--- src/rtl/mdu_ctrl_if.sv ---
// Execute-stage <-> multiply/divide unit handshake bundle.
// The master is the execute stage; the slave is mdu_ctrl.
interface mdu_ctrl_if;
    logic        req_valid;
    logic [1:0]  req_op;
    logic [31:0] src_a;
    logic [31:0] src_b;
    logic        flush;
    logic        stall;
    logic        done;
    logic        busy;
    logic [31:0] hi;
    logic [31:0] lo;

    modport master (
        output req_valid, req_op, src_a, src_b, flush,
        input  stall, done, busy, hi, lo
    );

    modport slave (
        input  req_valid, req_op, src_a, src_b, flush,
        output stall, done, busy, hi, lo
    );
endinterface

--- src/rtl/mdu_ctrl.sv ---
// Iterative MIPS-style HI/LO multiply/divide unit: one shift-add or restoring-subtract step per cycle.
// Divider is built only when MDU_DIV_EN is defined; otherwise DIV/DIVU complete in one cycle as no-ops.
module mdu_ctrl #(
    parameter int N_ITER = 32
) (
    input  logic      clk,
    input  logic      reset,
    mdu_ctrl_if.slave bus
);
    typedef enum logic [1:0] {IDLE, BUSY, DONE} state_t;

    localparam logic [4:0] LAST_CNT = 5'(N_ITER - 1);

    state_t      state;
    logic [4:0]  cnt;
    logic [63:0] acc;
    logic [31:0] opnd;
    logic        is_div_q;
    logic        neg_q;
    logic [31:0] hi_q;
    logic [31:0] lo_q;
`ifdef MDU_DIV_EN
    logic        rneg_q;
    logic [31:0] dividend_q;
    logic [31:0] div_hi;
    logic [31:0] div_lo;
`endif
    logic        accept;
    logic [63:0] acc_step;
    logic [63:0] mul_res;

    function automatic logic [31:0] neg32(input logic [31:0] v, input logic en);
        return en ? (~v + 32'd1) : v;
    endfunction

    function automatic logic [63:0] neg64(input logic [63:0] v, input logic en);
        return en ? (~v + 64'd1) : v;
    endfunction

    function automatic logic [31:0] mag32(input logic [31:0] v, input logic is_signed);
        logic signed [31:0] sv;
        sv = signed'(v);
        return neg32(v, is_signed && (sv < 0));
    endfunction

    // acc = {partial product, remaining multiplier bits}; the low bit selects the add.
    function automatic logic [63:0] mul_step(input logic [63:0] p, input logic [31:0] m);
        logic [32:0] sum;
        sum = {1'b0, p[63:32]} + {1'b0, (p[0] ? m : 32'd0)};
        return {sum, p[31:1]};
    endfunction

    // acc = {remainder, quotient}; remainder < divisor so the shifted value fits 33 bits.
    function automatic logic [63:0] div_step(input logic [63:0] rq, input logic [31:0] d);
        logic [32:0] sh;
        logic [31:0] r;
        sh = {rq[63:32], rq[31]};
        if (sh >= {1'b0, d}) begin
            r = 32'(sh - {1'b0, d});
            return {r, rq[30:0], 1'b1};
        end
        return {sh[31:0], rq[30:0], 1'b0};
    endfunction

    assign accept = (state == IDLE) && bus.req_valid && !bus.flush;

    always_comb begin
        acc_step = acc;
`ifdef MDU_DIV_EN
        if (is_div_q)
            acc_step = div_step(acc, opnd);
        else
            acc_step = mul_step(acc, opnd);
`else
        acc_step = mul_step(acc, opnd);
`endif
        mul_res = neg64(acc, neg_q);
    end

`ifdef MDU_DIV_EN
    // A zero divisor leaves opnd == 0, which overrides the iterated result.
    always_comb begin
        div_lo = (opnd == 32'd0) ? 32'hFFFF_FFFF : neg32(acc[31:0], neg_q);
        div_hi = (opnd == 32'd0) ? dividend_q    : neg32(acc[63:32], rneg_q);
    end
`endif

    always_ff @(posedge clk or posedge reset) begin
        if (reset) begin
            state      <= IDLE;
            cnt        <= '0;
            acc        <= '0;
            opnd       <= '0;
            is_div_q   <= 1'b0;
            neg_q      <= 1'b0;
            hi_q       <= '0;
            lo_q       <= '0;
`ifdef MDU_DIV_EN
            rneg_q     <= 1'b0;
            dividend_q <= '0;
`endif
        end else begin
            case (state)
                IDLE: begin
                    if (accept) begin
                        cnt      <= '0;
                        is_div_q <= bus.req_op[1];
                        if (bus.req_op[1]) begin
`ifdef MDU_DIV_EN
                            acc        <= {32'd0, mag32(bus.src_a, bus.req_op[0])};
                            opnd       <= mag32(bus.src_b, bus.req_op[0]);
                            neg_q      <= bus.req_op[0] & (bus.src_a[31] ^ bus.src_b[31]);
                            rneg_q     <= bus.req_op[0] & bus.src_a[31];
                            dividend_q <= bus.src_a;
                            state      <= BUSY;
`else
                            state      <= DONE;
`endif
                        end else begin
                            acc   <= {32'd0, mag32(bus.src_b, bus.req_op[0])};
                            opnd  <= mag32(bus.src_a, bus.req_op[0]);
                            neg_q <= bus.req_op[0] & (bus.src_a[31] ^ bus.src_b[31]);
                            state <= BUSY;
                        end
                    end
                end
                BUSY: begin
                    if (bus.flush) begin
                        state <= IDLE;
                    end else begin
                        acc <= acc_step;
                        cnt <= cnt + 5'd1;
                        if (cnt == LAST_CNT)
                            state <= DONE;
                    end
                end
                DONE: begin
                    state <= IDLE;
                    if (!bus.flush) begin
`ifdef MDU_DIV_EN
                        if (is_div_q)
                            {hi_q, lo_q} <= {div_hi, div_lo};
                        else
                            {hi_q, lo_q} <= mul_res;
`else
                        if (!is_div_q)
                            {hi_q, lo_q} <= mul_res;
`endif
                    end
                end
                default: state <= IDLE;
            endcase
        end
    end

    // Handshake outputs must drop with reset even while clk is stopped.
    assign bus.stall = !reset && (accept || (state == BUSY));
    assign bus.done  = !reset && (state == DONE) && !bus.flush;
    assign bus.busy  = !reset && (state != IDLE);
    assign bus.hi    = hi_q;
    assign bus.lo    = lo_q;
endmodule

--- src/flat_wrapper.sv ---
// flat-port wrapper written by rule: the top's interface ports become plain ports
module mdu_ctrl_flat 
#(
    parameter int N_ITER = 32
)
  (clk, reset, bus_req_valid, bus_req_op, bus_src_a, bus_src_b, bus_flush, bus_stall, bus_done, bus_busy, bus_hi, bus_lo);
  mdu_ctrl_if bus_i ();
  input  logic clk;
  input  logic reset;
  input wire logic [$bits(bus_i.req_valid)-1:0] bus_req_valid;
  input wire logic [$bits(bus_i.req_op)-1:0] bus_req_op;
  input wire logic [$bits(bus_i.src_a)-1:0] bus_src_a;
  input wire logic [$bits(bus_i.src_b)-1:0] bus_src_b;
  input wire logic [$bits(bus_i.flush)-1:0] bus_flush;
  output wire logic [$bits(bus_i.stall)-1:0] bus_stall;
  output wire logic [$bits(bus_i.done)-1:0] bus_done;
  output wire logic [$bits(bus_i.busy)-1:0] bus_busy;
  output wire logic [$bits(bus_i.hi)-1:0] bus_hi;
  output wire logic [$bits(bus_i.lo)-1:0] bus_lo;
  assign bus_i.req_valid = bus_req_valid;
  assign bus_i.req_op = bus_req_op;
  assign bus_i.src_a = bus_src_a;
  assign bus_i.src_b = bus_src_b;
  assign bus_i.flush = bus_flush;
  assign bus_stall = bus_i.stall;
  assign bus_done = bus_i.done;
  assign bus_busy = bus_i.busy;
  assign bus_hi = bus_i.hi;
  assign bus_lo = bus_i.lo;
  mdu_ctrl #(.N_ITER(N_ITER)) u_core (.clk(clk), .reset(reset), .bus(bus_i));
endmodule
--- config.mk ---
export PLATFORM = sky130hd
export DESIGN_NAME = mdu_ctrl_flat
export DESIGN_NICKNAME = d
export VERILOG_FILES = /design/src/rtl/mdu_ctrl_if.sv /design/src/rtl/mdu_ctrl.sv /design/src/flat_wrapper.sv
export SDC_FILE = /design/constraint.sdc
export NUM_CORES = 1
export LEC_CHECK = 0
export BUFFER_PORTS_ARGS = -buffer_cell sky130_fd_sc_hd__buf_4
export CAP_MARGIN = 20
export CORE_UTILIZATION = 65
export CTS_BUF_LIST = sky130_fd_sc_hd__clkbuf_2
export CTS_CLUSTER_SIZE = 28
export DETAILED_ROUTE_END_ITERATION = 12
export PLACE_DENSITY = 0.88
export SLEW_MARGIN = 20
export SYNTH_ARGS = -nofsm -noshare
export SYNTH_HDL_FRONTEND = slang
export SYNTH_SLANG_ARGS = --single-unit
export TNS_END_PERCENT = 5
--- constraint.sdc ---
create_clock -name clk -period 9.85 [get_ports clk]
set_input_delay 1.97 -clock clk [delete_from_list [all_inputs] [get_ports clk]]
set_output_delay 1.97 -clock clk [all_outputs]
set_load 0.05 [all_outputs]
==> impl_metrics.py <==
metrics = {
    "clock_tree": {
        "hold_buffers": 0,
        "ctsResizeCount": 0,
        "clk_pin_slew_worst_paths_ps": 240,
        "clock_sinks": 169,
        "postCtsSetupBuffers": 0,
        "numCtsBuffers": 17,
        "cts_buffer_depth": 2,
        "clk_latency_ps": 800,
        "h-tree-depth": 4,
        "cts_tree": "built",
        "cts_root_buf": "clkbuf_2",
    },
    "sta": {
        "finalSetupViolCount": 0,
        "max_freq_ghz": 0.219,
        "slew_headroom": 0.311,
        "rsz0062_at_grt": "no",
        "fin_setup_tns_ps": 0,
        "drv_slew": 0,
        "fin_crit_sh": 0.463,
        "tightest_slew_ps": 1030,
        "fin_crit_ps": 4560,
        "hold_viol": 0,
        "finClkSkew_ps": 35.3,
        "postLayoutSetupSlackWorst_ps": 5290,
        "worst_hold_slack_ps": 506,
    },
    "critical_path": {
        "path_common_cell": "buf_4",
        "crit_chain": "buf_4, inv_1, a21oi_1, nor3_1, buf_4",
        "cp_max_fo": 5,
        "critPathKind": "input port to output pin",
        "critPathRequiredTime_ps": 7880,
        "cp-start-kind": "input port",
        "r2r_setup_slack_ps": 6220,
        "critPathSlowestCell": "buf_4",
        "end_kind": "output pin",
        "cpPeakStageDelay_ps": 220,
        "cp.arrival_ps": 2590,
    },
    "yosys": {
        "synth_area_per_cell_um2": 8.43,
        "synth_common_cells": "nand2_1 (217), o21ai_0 (196), dfrtp_1 (169)",
        "syn-num-nets": 1400,
        "synth-async-reset-ratio": 1.00,
        "syn_area_mm2": 0.0109,
        "synthDistinctLibCells": 57,
        "yosysWarnings": 0,
        "synth_cells": 1292,
        "yosysTopAreaCell": "dfrtp_1",
        "synthFlopType": "dfrtp_1",
        "synth_edf_count": 0,
        "ys_top_cells_by_area": "dfrtp_1 (39%), o21ai_0 (9.0%), nand2_1 (7.5%)",
        "ys_seq_area_frac": 0.388,
        "synth-seq-cells": 169,
        "yosysMostFrequentCell": "nand2_1",
        "yosys.area.top_type_share": 0.388,
    },
    "power_and_ir_drop": {
        "combPwrFrac": 0.531,
        "p_per_area_mw_per_mm2": 294,
        "power_frac_seq": 0.364,
        "p_switching_mw": 1.84,
        "leakage_nw": 5.61,
        "swShare": 0.508,
        "intPower_mw": 1.78,
        "p_clk_frac": 0.104,
        "ir_worst_vdd_mv": 0.184,
    },
    "global_routing": {
        "antenna_found_initial": 0,
        "overflow": 0,
        "grt_pass1_vias": 8803,
        "grt_pass1_wl_mm": 42.9,
        "gr-usage-all-layers": 0.307,
        "grt_max_degree": 129,
    },
    "final_layout": {
        "area_growth_syn_to_layout_pct": 12.8,
        "fin_cells": 1620,
        "final_layout_size_suffix_gt1_frac": 0.140,
        "fin_area_mm2": 0.0123,
        "antenna_cells": 0,
        "n_fill_cell": 1239,
        "final_nets": 1499,
    },
    "place": {
        "dpl.hpwl_mm": 19.3,
        "place_inst": 1587,
        "place_ws_ps": 5300,
        "placed_area_mm2": 0.0120,
        "port_buffers": 136,
        "finalWeightedCongestion": 0.937,
    },
    "die": {
        "die_w_um": 131,
        "die-area_mm2": 0.0173,
        "die_y_um": 131,
        "fp.coreArea_mm2": 0.0161,
        "ios": 137,
        "start_util": 0.676,
        "rows": 46,
    },
    "routing": {
        "first_pass_iters": 6,
        "routed_wl_mm": 26.0,
        "drc": 0,
        "via_count": 9748,
        "wl_per_cell_um": 16.0,
        "drt_iter0_markers": 821,
        "antenna_left": 0,
        "viasPerCell": 6.02,
    },
    "run": {
        "cap_violations": 0,
    },
    "min_path": {
        "hold_path_class": "flip-flop to flip-flop",
    },
    "status": {
        "status": "complete, no violations",
    },
}
## cells by family (layout without fill, tap and decap cells)
family / after synthesis / after routing / synth area share
AOI/OAI and AO/OA: 390 / 390 / 0.212
xor gates and xnor gates: 139 / 139 / 0.112
adders and majority gates: 38 / 38 / 0.0443
buffers and inverters: 90 / 202 / 0.0310
DFF: 169 / 169 / 0.388
muxes: 17 / 17 / 0.0157
and+or+nand+nor: 449 / 449 / 0.197
## state kept, by name (all words and copies together), names as in the netlist
| name | count |
|---|---|
| u_core.bus.hi | 32 |
| u_core.acc | 64 |
| u_core.cnt | 5 |
| u_core.state | 2 |
| u_core.neg_q | 1 |
| u_core.opnd | 32 |
| u_core.is_div_q | 1 |
| u_core.bus.lo | 32 |
## final cells by class
cell class	count	area [um2]	area share
flip-flops and latches	169	4230	0.344
clock buffers	17	85.1	0.00692
well taps	216	270	0.0220
repair buffers	143	1100	0.0893
multi-input cells	1033	6350	0.516
inverters	27	106	0.00865
clock inverters	15	154	0.0125
## cell usage in the layout, fill, tap and decap left out, types with 26 or more instances in the layout
cell	n
nor2_1	58
dfrtp_1	169
xor2_1	93
xnor2_1	46
ha_1	37
buf_4	141
a21oi_1	73
o21ai_0	196
inv_1	26
o31ai_1	31
nand2_1	217
and2_1	37
## power by group through the flow
stage               Clock [mW]  Sequential, mW  Combinational [mW]
floorplan                    0            1.60                1.07
global placement             0            1.31                1.84
detailed placement           0            1.32                1.90
CTS                      0.380            1.31                1.90
global route             0.408            1.36                2.10
finish                   0.377            1.32                1.92
## routing by layer
| layer | up-vias | track usage | part of all wire |
|---|---|---|---|
| met4 | 0 | 0.0762 | 0.014 |
| met2 | 394 | 0.457 | 0.44 |
| li1 | 4769 | - | - |
| met1 | 4546 | 0.460 | 0.47 |
| met3 | 39 | 0.0563 | 0.082 |
| met5 | - | 0 | 0 |
## metrics by stage
step                power [mW]  utilization
CTS                       3.59        0.761
detailed placement        3.22        0.746
global route              3.86        0.763
floorplan                 2.66            -
finish                    3.62        0.763
global placement          3.14        0.746
## worst max-delay path, delay by kind of cell
kind                   cells  cell delay, ps
AND/OR/NAND/NOR            1             140
buffers and inverters      3             410
AO/OA/AOI/OAI              1              60
## path summary, 6_finish.rpt
check,startpoint,endpoint,depth (start not counted)
max reg2reg,u_core.acc[0],u_core.acc[61],11
max in group asynchronous,reset,u_core.bus.hi[8],3
min in group asynchronous,reset,u_core.is_div_q,2
max,bus_flush,bus_stall,5
min reg2reg,u_core.opnd[15],u_core.opnd[15],2
min,u_core.opnd[15],u_core.opnd[15],2
No activity file was read; power rests on OpenSTA's default activity.
